File: src/rtl/count_step_monitor.sv
`default_nettype none
// ============================================================================
// Module   : count_step_monitor
// Purpose  : Watches the value of an upstream 3-bit up counter, acquires lock
//            after a run of consecutive +1 steps, and then reports each 7->0
//            wrap. The first out-of-sequence value seen while locked is
//            captured, and the block parks in FAULT until clr or rst.
// Ports    : clk        - single clock, rising edge
//            rst        - asynchronous reset, active low
//            clr        - synchronous clear of all status, restarts acquisition
//            q          - upstream counter value (same clock domain)
//            locked     - high while the monitor is locked
//            wrap       - one-cycle pulse per detected 7->0 wrap
//            wrap_count - saturating count of wraps
//            step_err   - sticky sequence-error flag
//            err_val    - q captured at the first error
//            err_exp    - value that was expected at the first error
// Revision : 1.0 - initial release
// ============================================================================
module count_step_monitor #(
  parameter int WRAP_W   = 8,
  parameter int LOCK_CNT = 2
) (
  input  logic              clk,
  input  logic              rst,
  input  logic              clr,
  input  logic [2:0]        q,
  output logic              locked,
  output logic              wrap,
  output logic [WRAP_W-1:0] wrap_count,
  output logic              step_err,
  output logic [2:0]        err_val,
  output logic [2:0]        err_exp
);

  typedef enum logic [1:0] {
    S_SYNC   = 2'd0,
    S_ACQ    = 2'd1,
    S_LOCKED = 2'd2,
    S_FAULT  = 2'd3
  } state_t;

  localparam logic [3:0]        C_LOCK_CNT = 4'(LOCK_CNT);
  localparam logic [WRAP_W-1:0] C_WRAP_MAX = '1;

  state_t            state_q;
  logic [2:0]        prev_q;
  logic [3:0]        good_q;
  logic              locked_q;
  logic              wrap_q;
  logic [WRAP_W-1:0] wrap_count_q;
  logic [WRAP_W-1:0] wrap_count_d;
  logic              step_err_q;
  logic [2:0]        err_val_q;
  logic [2:0]        err_exp_q;

  logic [2:0]        w_prev_inc;
  logic              w_good_step;
  logic              w_is_wrap;
  logic [3:0]        w_good_inc;

  // 3-bit addition wraps naturally, giving the mod-8 successor of prev.
  assign w_prev_inc   = prev_q + 3'd1;
  assign w_good_step  = (q == w_prev_inc);
  assign w_is_wrap    = (prev_q == 3'd7) && (q == 3'd0);
  assign w_good_inc   = good_q + 4'd1;
  assign wrap_count_d = (wrap_count_q == C_WRAP_MAX) ? wrap_count_q
                                                     : wrap_count_q + 1'b1;

  always_ff @(posedge clk or negedge rst) begin
    if (!rst) begin
      state_q      <= S_SYNC;
      prev_q       <= 3'd0;
      good_q       <= 4'd0;
      locked_q     <= 1'b0;
      wrap_q       <= 1'b0;
      wrap_count_q <= '0;
      step_err_q   <= 1'b0;
      err_val_q    <= 3'd0;
      err_exp_q    <= 3'd0;
    end else begin
      // prev tracks q on every edge, including clr and FAULT cycles.
      prev_q <= q;
      wrap_q <= 1'b0;
      if (clr) begin
        state_q      <= S_SYNC;
        good_q       <= 4'd0;
        locked_q     <= 1'b0;
        wrap_count_q <= '0;
        step_err_q   <= 1'b0;
        err_val_q    <= 3'd0;
        err_exp_q    <= 3'd0;
      end else begin
        case (state_q)
          S_SYNC: begin
            // prev is only being primed here; no step is judged yet.
            state_q <= S_ACQ;
          end
          S_ACQ: begin
            if (w_good_step) begin
              if (w_good_inc == C_LOCK_CNT) begin
                state_q  <= S_LOCKED;
                locked_q <= 1'b1;
                good_q   <= 4'd0;
              end else begin
                good_q <= w_good_inc;
              end
            end else begin
              good_q <= 4'd0;
            end
          end
          S_LOCKED: begin
            if (w_good_step) begin
              if (w_is_wrap) begin
                wrap_q       <= 1'b1;
                wrap_count_q <= wrap_count_d;
              end
            end else begin
              state_q    <= S_FAULT;
              locked_q   <= 1'b0;
              step_err_q <= 1'b1;
              err_val_q  <= q;
              err_exp_q  <= w_prev_inc;
            end
          end
          S_FAULT: begin
            // Status is frozen until clr or rst.
          end
          default: begin
            state_q  <= S_SYNC;
            locked_q <= 1'b0;
          end
        endcase
      end
    end
  end

  assign locked     = locked_q;
  assign wrap       = wrap_q;
  assign wrap_count = wrap_count_q;
  assign step_err   = step_err_q;
  assign err_val    = err_val_q;
  assign err_exp    = err_exp_q;

endmodule
`default_nettype wire
File: config.mk
export PLATFORM = sky130hd
export DESIGN_NAME = count_step_monitor
export DESIGN_NICKNAME = d
export VERILOG_FILES = /design/src/rtl/count_step_monitor.sv
export SDC_FILE = /design/constraint.sdc
export NUM_CORES = 1
export LEC_CHECK = 0
export CAP_MARGIN = 40
export CORE_ASPECT_RATIO = 1.75
export CORE_MARGIN = 5
export CORE_UTILIZATION = 46
export DETAILED_ROUTE_END_ITERATION = 7
export GPL_ROUTABILITY_DRIVEN = 0
export GPL_TIMING_DRIVEN = 0
export PLACE_DENSITY = 0.74
export REMOVE_ABC_BUFFERS = 1
export SYNTH_ARGS = -nofsm -noshare
export SYNTH_HDL_FRONTEND = slang
export SYNTH_SLANG_ARGS = --single-unit
export TNS_END_PERCENT = 1
File: constraint.sdc
create_clock -name clk -period 4.34 [get_ports clk]
set_input_delay 0.651 -clock clk [delete_from_list [all_inputs] [get_ports clk]]
set_output_delay 0.651 -clock clk [all_outputs]
set_load 0.005 [all_outputs]
== Yosys cells after proc, flatten, opt, wreduce, memory -nomap -nowiden ==
Index checks and enable logic that the tools add are counted.
Word-level totals
  word-level logic and storage cells: 68
  input bits: 6
  bits in registers: 26
  output and inout port bits: 17
Cells by class
  equality and inequality tests: 11
  add/sub/neg operators: 3
  muxes and demuxes: 32
  reductions and logical operators: 13
Operators with widths (count)
  two-way mux 8 bit: 5
  two-way mux 3 bit: 6
  two-way mux 4 bit: 4
  AND reduction 4 bit: 3
  two-way mux 1 bit: 11
  inequality test 3 bit (second input constant): 3
  adder 8 x 1 -> 8 bit (second input constant): 1
  equality test 8 bit (second input constant): 1
  two-way mux 2 bit: 4
  nonzero test 2 bit: 4
  case mux 2 bit (3 select lines): 1
  adder 4 x 1 -> 4 bit (second input constant): 1
  equality test 4 x 2 -> 1 bit (second input constant): 1
  inequality test 2 bit (second input constant): 2
  nonzero test 4 bit: 1
  adder 3 x 1 -> 3 bit (second input constant): 1
  equality test 3 bit: 1
  equality test 3 bit (second input constant): 1
  zero test 3 bit: 1
  nonzero test 3 bit: 1
  equality test 2 x 1 -> 1 bit (second input constant): 1
  equality test 2 bit (second input constant): 1
  zero test 2 bit: 1
  case mux 1 bit (2 select lines): 1
  other kinds (2): 2

== Longest topological paths before layout ==
Gate-level depths: netlist (run 1).
  word-level depth: 6
  depth in mapped cells: 8
  mapped depth without buffers: 6

== Worst setup path before layout (run 1) ==
No wires, ideal clock.
  path type: input -> register
  start point: input port q[0]
  end point: register wrap_count_q[7] (netlist: wrap_count[7])
  required time: 4262 ps
  setup time: 78 ps
  cell stages on the path: 4
  setup slack: 1994 ps
  arrival time: 2268 ps
  buffers on the path: 0
  path through: or4b_4 > or4b_4 > or4_1 > a21oi_1
Between the ends
  cells in the longest elaborated chain, start to end: 4
  elaborated cells on any way between the ends: 6
  classes of those cells: eq/ne (1); reduce/logical (5)
RTL lines
  from (decl): RTL line 27  | input logic [2:0] q,
  zero test 3 bit: RTL line 65  | assign w_is_wrap = (prev_q == 3'd7) && (q == 3'd0);
  logical AND 1 bit: RTL line 65
  nonzero test 2 bit (no line)
  AND reduction 4 bit (no line) *
  to (signal assigned): RTL line 116  | wrap_count_q <= wrap_count_d;
  to (decl): RTL line 51  | logic [WRAP_W-1:0] wrap_count_q;
Every way passes the cells marked *; elsewhere a longest branch is shown, timed or not.
A chain may end at the register's enable or synchronous reset.

== Worst setup path in the final report (run 1) ==
Ends and elaborated chain as after synthesis.

==> flow_summary.toml, run 1 <==
[drt]
routed_wl_um = 2980
vias_per_cell = 5.59
detail_route.wl_per_cell_um = 14.7
first_iter_violations = 44
vias = 1129
antenna_left = 0
drt_first_pass_iters = 4
drc = 0

[sta]
worst_pin_slew_ns = 0.721
skew_ns = 0.00478
grt_setup_unrepaired = "no"
slew_headroom_pct = 51.8
hold_ws_ns = 0.525
timing_hold_violations_final = 0
fin_ws_ns = 1.63
period_minus_slack_ns = 2.71
period_share_pct = 62.4
finalMaxSlewViolations = 0
setup_violations = 0
setup_tns_ns = 0
max_freq_mhz = 369

[finish]
diodes = 0
fin_cells = 202
fin_util_pct = 58.6
area_delta_synth_final_pct = 21.2
nNetsFinal = 176
drive_gt1_share_pct = 6.25

[yosys]
synthArstFlopShare_pct = 100
synth_area_mm2 = 0.00143
ys_seq_area_share_pct = 45.5
syn_inst = 140
synth_edf_count = 0
syn_area_per_cell_um2 = 10.2
synth.distinct_cells = 41
synth-seq-cells = 26
ys_warn_count = 0
synth_flop_cell = "dfrtp_1"

[place]
dp_cells = 199
dp_hpwl_um = 2260
pre_cts_slack_ns = 1.33
port_buffers = 22

[floorplanning]
placementRows = 26
coreArea_mm2 = 0.00296
die_area_mm2 = 0.00437
io-pin-count = 23
chipWidth_um = 52.2
die_h_um = 83.8
initial_utilization_pct = 48.4

[pwr]
p_leak_nw = 0.735
p_per_area_mw_per_mm2 = 323
ir_drop_mv = 0.308

[clock_network]
clock-sinks = 26
clk_pin_slew_ns = 0.08
cts.path.max_buffers = 2
cts_tree = "yes"
cts-resized-gates = 0
ctsHoldBuffers = 0
postCtsSetupBuffers = 0
clk-insertion-delay-late_ns = 0.27
cts_max_level = 1
root_buffer = "clkbuf_8"
numCtsBuffers = 3

[global_route]
grt_pass1_wl_um = 5390
antenna_found_initial = 0
gr-total-overflow = 0
grt_max_degree = 21
grt_pass1_vias = 1162
track_usage_pct = 15.8

[run_status]
outcome = "complete, no violations"

[worst_setup_path]
required_ns = 4.52
arrival_ns = 2.89
critical_path_peak_fanout = 5
reg2regPathDepth = 6
worstReg2RegEnd = "wrap_count[0]$_DFFE_PN0P_"
reg2reg_from = "prev_q[0]$_DFF_PN0_"
start_kind = "input pin"
rrSetupSlack_ns = 1.69
crit_type = "in -> reg"
end_kind = "register"

[worst_hold_path]
holdPathEnd = "step_err$_DFFE_PN0P_"
min_path_cells = 2
hold_class = "reg -> reg"
hold_path_startpoint = "step_err$_DFFE_PN0P_"

[flow_run]
cap_violations = 0
-- routing by layer --
layer,global-route usage (%),vias to the layer above,share of wire [%]
met5,0,-,0
met4,5.81,0,1.7
met3,2.33,5,3.3
met2,27.6,23,54
met1,18.9,540,41
li1,-,561,-
-- where the power goes --
group	internal [W]	switching, W	leakage (nW)	total (W)
sequential	0.000261	0.0000121	0.354	0.000273
clock	0.0000622	0.0000713	0.0216	0.000134
combinational	0.0000740	0.0000790	0.360	0.000153
total	0.000397	0.000162	0.735	0.000559
-- area by class of cell --
class                   count  area [µm²]
flip-flops and latches     26         651
well taps                  42        52.6
repair buffers             23         248
clock buffers               3        41.3
fillers                   243        1230
multi-input cells         101         716
inverters                   7        26.3
-- per-stage QoR --
step,total power [W],area (µm²)
after floorplan,0.000371,1390
after global placement,0.000425,1670
after detailed placement,0.000433,1690
after CTS,0.000568,1730
after global routing,0.000599,1730
final,0.000559,1730
-- sequential cells by signal (all words and copies together), names as in the netlist --
signal	flops
state_q	2
err_val	3
step_err	1
locked	1
good_q	4
prev_q	3
err_exp	3
wrap_count	8
wrap	1
-- layout by cell type (no fill, tap or decap), types with 3 or more instances in the layout --
| master | n |
|---|---|
| a21oi_1 | 13 |
| nand2_1 | 7 |
| and3_1 | 3 |
| mux2i_1 | 7 |
| o31ai_1 | 4 |
| nand4_1 | 3 |
| nor2_1 | 8 |
| clkdlybuf4s50_1 | 22 |
| inv_1 | 7 |
| ha_1 | 8 |
| clkbuf_8 | 3 |
| dfrtp_1 | 26 |
| or4_1 | 4 |
| nand3_1 | 7 |
| nor3_1 | 3 |
-- worst max-delay path, cell delays in order --
cell	delay (ns)
clkdlybuf4s50_1	0.51
or4b_4	0.61
or4b_4	0.56
or4_1	0.41
a21oi_1	0.15
-- worst max path at each step --
| stage | slack (ns) | endpoint | start | cells after the start |
|---|---|---|---|---|
| floorplan | 1.99 | wrap_count[7]$_DFFE_PN0P_ | q[0] | 4 |
| global placement | 1.37 | wrap_count[7]$_DFFE_PN0P_ | q[0] | 5 |
| detailed placement | 1.33 | wrap_count[7]$_DFFE_PN0P_ | q[0] | 5 |
| CTS | 1.63 | wrap_count[7]$_DFFE_PN0P_ | q[0] | 5 |
| global route | 1.48 | wrap_count[3]$_DFFE_PN0P_ | prev_q[0]$_DFF_PN0_ | 6 |
| finish | 1.63 | wrap_count[7]$_DFFE_PN0P_ | q[0] | 5 |
-- Yosys cell counts (2+ instances only) --
| cell type | number | area [µm²] |
|---|---|---|
| mux2i_1 | 7 | 70.1 |
| or3_1 | 2 | 12.5 |
| nand2b_1 | 2 | 12.5 |
| nor3_1 | 3 | 15.0 |
| inv_1 | 7 | 26.3 |
| o21ai_0 | 2 | 10.0 |
| nand4_1 | 3 | 18.8 |
| nor4b_1 | 2 | 17.5 |
| nor2b_1 | 2 | 12.5 |
| a21oi_1 | 13 | 65.1 |
| dfrtp_1 | 26 | 651 |
| clkbuf_1 | 3 | 11.3 |
| o41ai_1 | 2 | 17.5 |
| and3_1 | 3 | 18.8 |
| o31ai_1 | 4 | 30.0 |
| nand3b_1 | 2 | 15.0 |
| or4b_4 | 2 | 27.5 |
| nor2_1 | 8 | 30.0 |
| nand2_1 | 7 | 26.3 |
| a41o_1 | 2 | 20.0 |
| nand3_1 | 7 | 35.0 |
| xnor2_1 | 2 | 17.5 |
| or4_1 | 4 | 30.0 |
| ha_1 | 8 | 100 |
-- cell families after synthesis --
kind of cell               after synthesis  share of synthesized area (%)
buffers and inverters                   13                           4.55
muxes                                    7                           4.90
DFF                                     26                           45.5
and+or+nand+nor                         52                           21.8
xor gates and xnor gates                 3                           1.84
adders and majority gates                8                           6.99
AOI/OAI and AO/OA                       31                           14.5
Note: power is estimated with default switching activity, not from simulation.
==> run 2, diff against run 1 <==
==> constraint.sdc (replaced) <==
create_clock -name clk -period 2.5 [get_ports clk]
set_input_delay 0.375 -clock clk [delete_from_list [all_inputs] [get_ports clk]]
set_output_delay 0.375 -clock clk [all_outputs]
set_load 0.005 [all_outputs]
==> run 2 against run 1 <==
  * Sequential power rose by 73%
  * Hold slack got worse by 0.027 ns
  * Final cell count unchanged
  * Worst setup slack got worse by 1.6 ns
  * Register-to-register slack got worse by 1.6 ns
  * Routed wire length down 0.94%
  * Combinational power increased by 78%
  * Non-clock buffer count unchanged
  * Clock skew about the same
  * Flip-flop and latch count did not move
  * Via count is 1.3% higher
  * Clock-buffer cell count did not move
  * Highest routed layer unchanged
==> flow_summary.toml, run 2 (synthesis results as in run 1) <==
[sta]
timing_hold_violations_final = 0
period_share_pct = 96.9
slew_headroom_pct = 52.8
skew_ns = 0.00456
finalMaxSlewViolations = 0
worst_pin_slew_ns = 0.705
hold_ws_ns = 0.498
setup_violations = 0
fin_ws_ns = 0.0763
period_minus_slack_ns = 2.42
max_freq_mhz = 413

[finish]
drive_gt1_share_pct = 7.50
largest_register_ffs = 8
fin_cells = 202
area_delta_synth_final_pct = 22.6
final_common_cell = "dfrtp_1"
nNetsFinal = 176
diodes = 0
most-common-layout-cells = "26 x dfrtp_1, 22 x clkdlybuf4s50_1, 13 x a21oi_1"
fill_cells = 242

[flow_run]
cap_violations = 0

[worst_setup_path]
end_kind = "register"
start_kind = "register"
arrival_ns = 2.61
cp_top_family = "simple AND/OR/NAND/NOR gates"
crit_chain = "ha_1 -> ha_1 -> or4b_4 -> or4b_4 -> or4_1 -> a21oi_1"
required_ns = 2.68
crit_buf_inv = 0
critical_path_peak_fanout = 4
slowest_stage = "or4b_4"
cpPeakStageDelay_ns = 0.56
crit_type = "reg -> reg"

[global_route]
antenna_found_initial = 0
track_usage_pct = 15.8
gr-total-overflow = 0
grt_pass1_wl_um = 5390
grt_pass1_vias = 1162
grt_max_degree = 21

[clock_network]
root_buffer = "clkbuf_8"
postCtsSetupBuffers = 0
clk_pin_slew_ns = 0.08
cts_max_level = 1
numCtsBuffers = 3
clock-sinks = 26
cts_tree = "yes"
cts.path.max_buffers = 2
ctsHoldBuffers = 0
clk-insertion-delay-late_ns = 0.27

[drt]
vias = 1144
detail_route.wl_per_cell_um = 14.6
antenna_left = 0
first_iter_violations = 50
vias_per_cell = 5.66
drc = 0
routed_wl_um = 2950
drt_first_pass_iters = 4

[run_status]
outcome = "complete, no violations"

[floorplanning]
placementRows = 26
chipWidth_um = 52.2
coreArea_mm2 = 0.00296
io-pin-count = 23
die_area_mm2 = 0.00437
die_h_um = 83.8
initial_utilization_pct = 48.4

[worst_hold_path]
hold_class = "in -> async"

[pwr]
p_per_area_mw_per_mm2 = 557
ir_drop_mv = 0.533
p_leak_nw = 0.742

[place]
pre_cts_slack_ns = -0.230
dp_hpwl_um = 2260
dp_cells = 199
port_buffers = 22
==> run 2: changes by cell type in the layout (fill, tap and decap cells not counted) <==
| cell | previous run | this run |
|---|---|---|
| nand3_1 | 7 | 6 |
| nand3_4 | 0 | 1 |
| xnor2_1 | 2 | 1 |
| xnor2_2 | 0 | 1 |
==> run 2: layer usage <==
metal	global-route usage, %	wire length, µm	up-vias
li1	-	-	562
met1	18.9	1190	556
met2	27.6	1620	21
met3	2.33	81	5
met4	5.81	52	0
met5	0	0	-
==> run 2: per-stage QoR <==
stage | total power [W] | cell area [µm²] | utilization (%) | TNS, ns
floorplan | 0.000645 | 1390 | - | 0
global placement | 0.000737 | 1670 | 56.3 | -0.393
detailed placement | 0.000752 | 1690 | 57.2 | -0.704
CTS | 0.000988 | 1740 | 58.7 | 0
global route | 0.00105 | 1750 | 59.3 | -0.00488
finish | 0.000977 | 1750 | 59.3 | 0
==> run 2: cell type report <==
type                    instances  area (µm²)  area share [%]
multi-input cells             101         736            41.9
flip-flops and latches         26         651            37.1
inverters                       7        26.3            1.50
repair buffers                 23         248            14.1
well taps                      42        52.6            3.00
clock buffers                   3        41.3            2.35
==> run 2: where the power goes <==
group | internal, W | switching (W)
clock network | 0.000108 | 0.000123
registers | 0.000453 | 0.0000208
logic | 0.000132 | 0.000141
==> run 2: path summary, 6_finish.rpt <==
| kind | from | slack (ns) | to | depth (start not counted) |
|---|---|---|---|---|
| max | prev_q[0]$_DFF_PN0_ | 0.08 | wrap_count[7]$_DFFE_PN0P_ | 6 |
| min | rst | 0.50 | good_q[1]$_DFFE_PN0P_ | 1 |
| max reg2reg | prev_q[0]$_DFF_PN0_ | 0.08 | wrap_count[7]$_DFFE_PN0P_ | 6 |
| min reg2reg | step_err$_DFFE_PN0P_ | 0.52 | step_err$_DFFE_PN0P_ | 2 |
| max in group asynchronous | rst | 1.51 | err_val[2]$_DFFE_PN0P_ | 2 |
| min in group clk | step_err$_DFFE_PN0P_ | 0.52 | step_err$_DFFE_PN0P_ | 2 |
==> run 2: timing repair <==
action                                  in CTS  in global routing
pin swaps                                    0                  1
hold endpoints to repair                     0                  0
endpoints found under the setup margin       4                  6
gates resized for setup                      1                  2
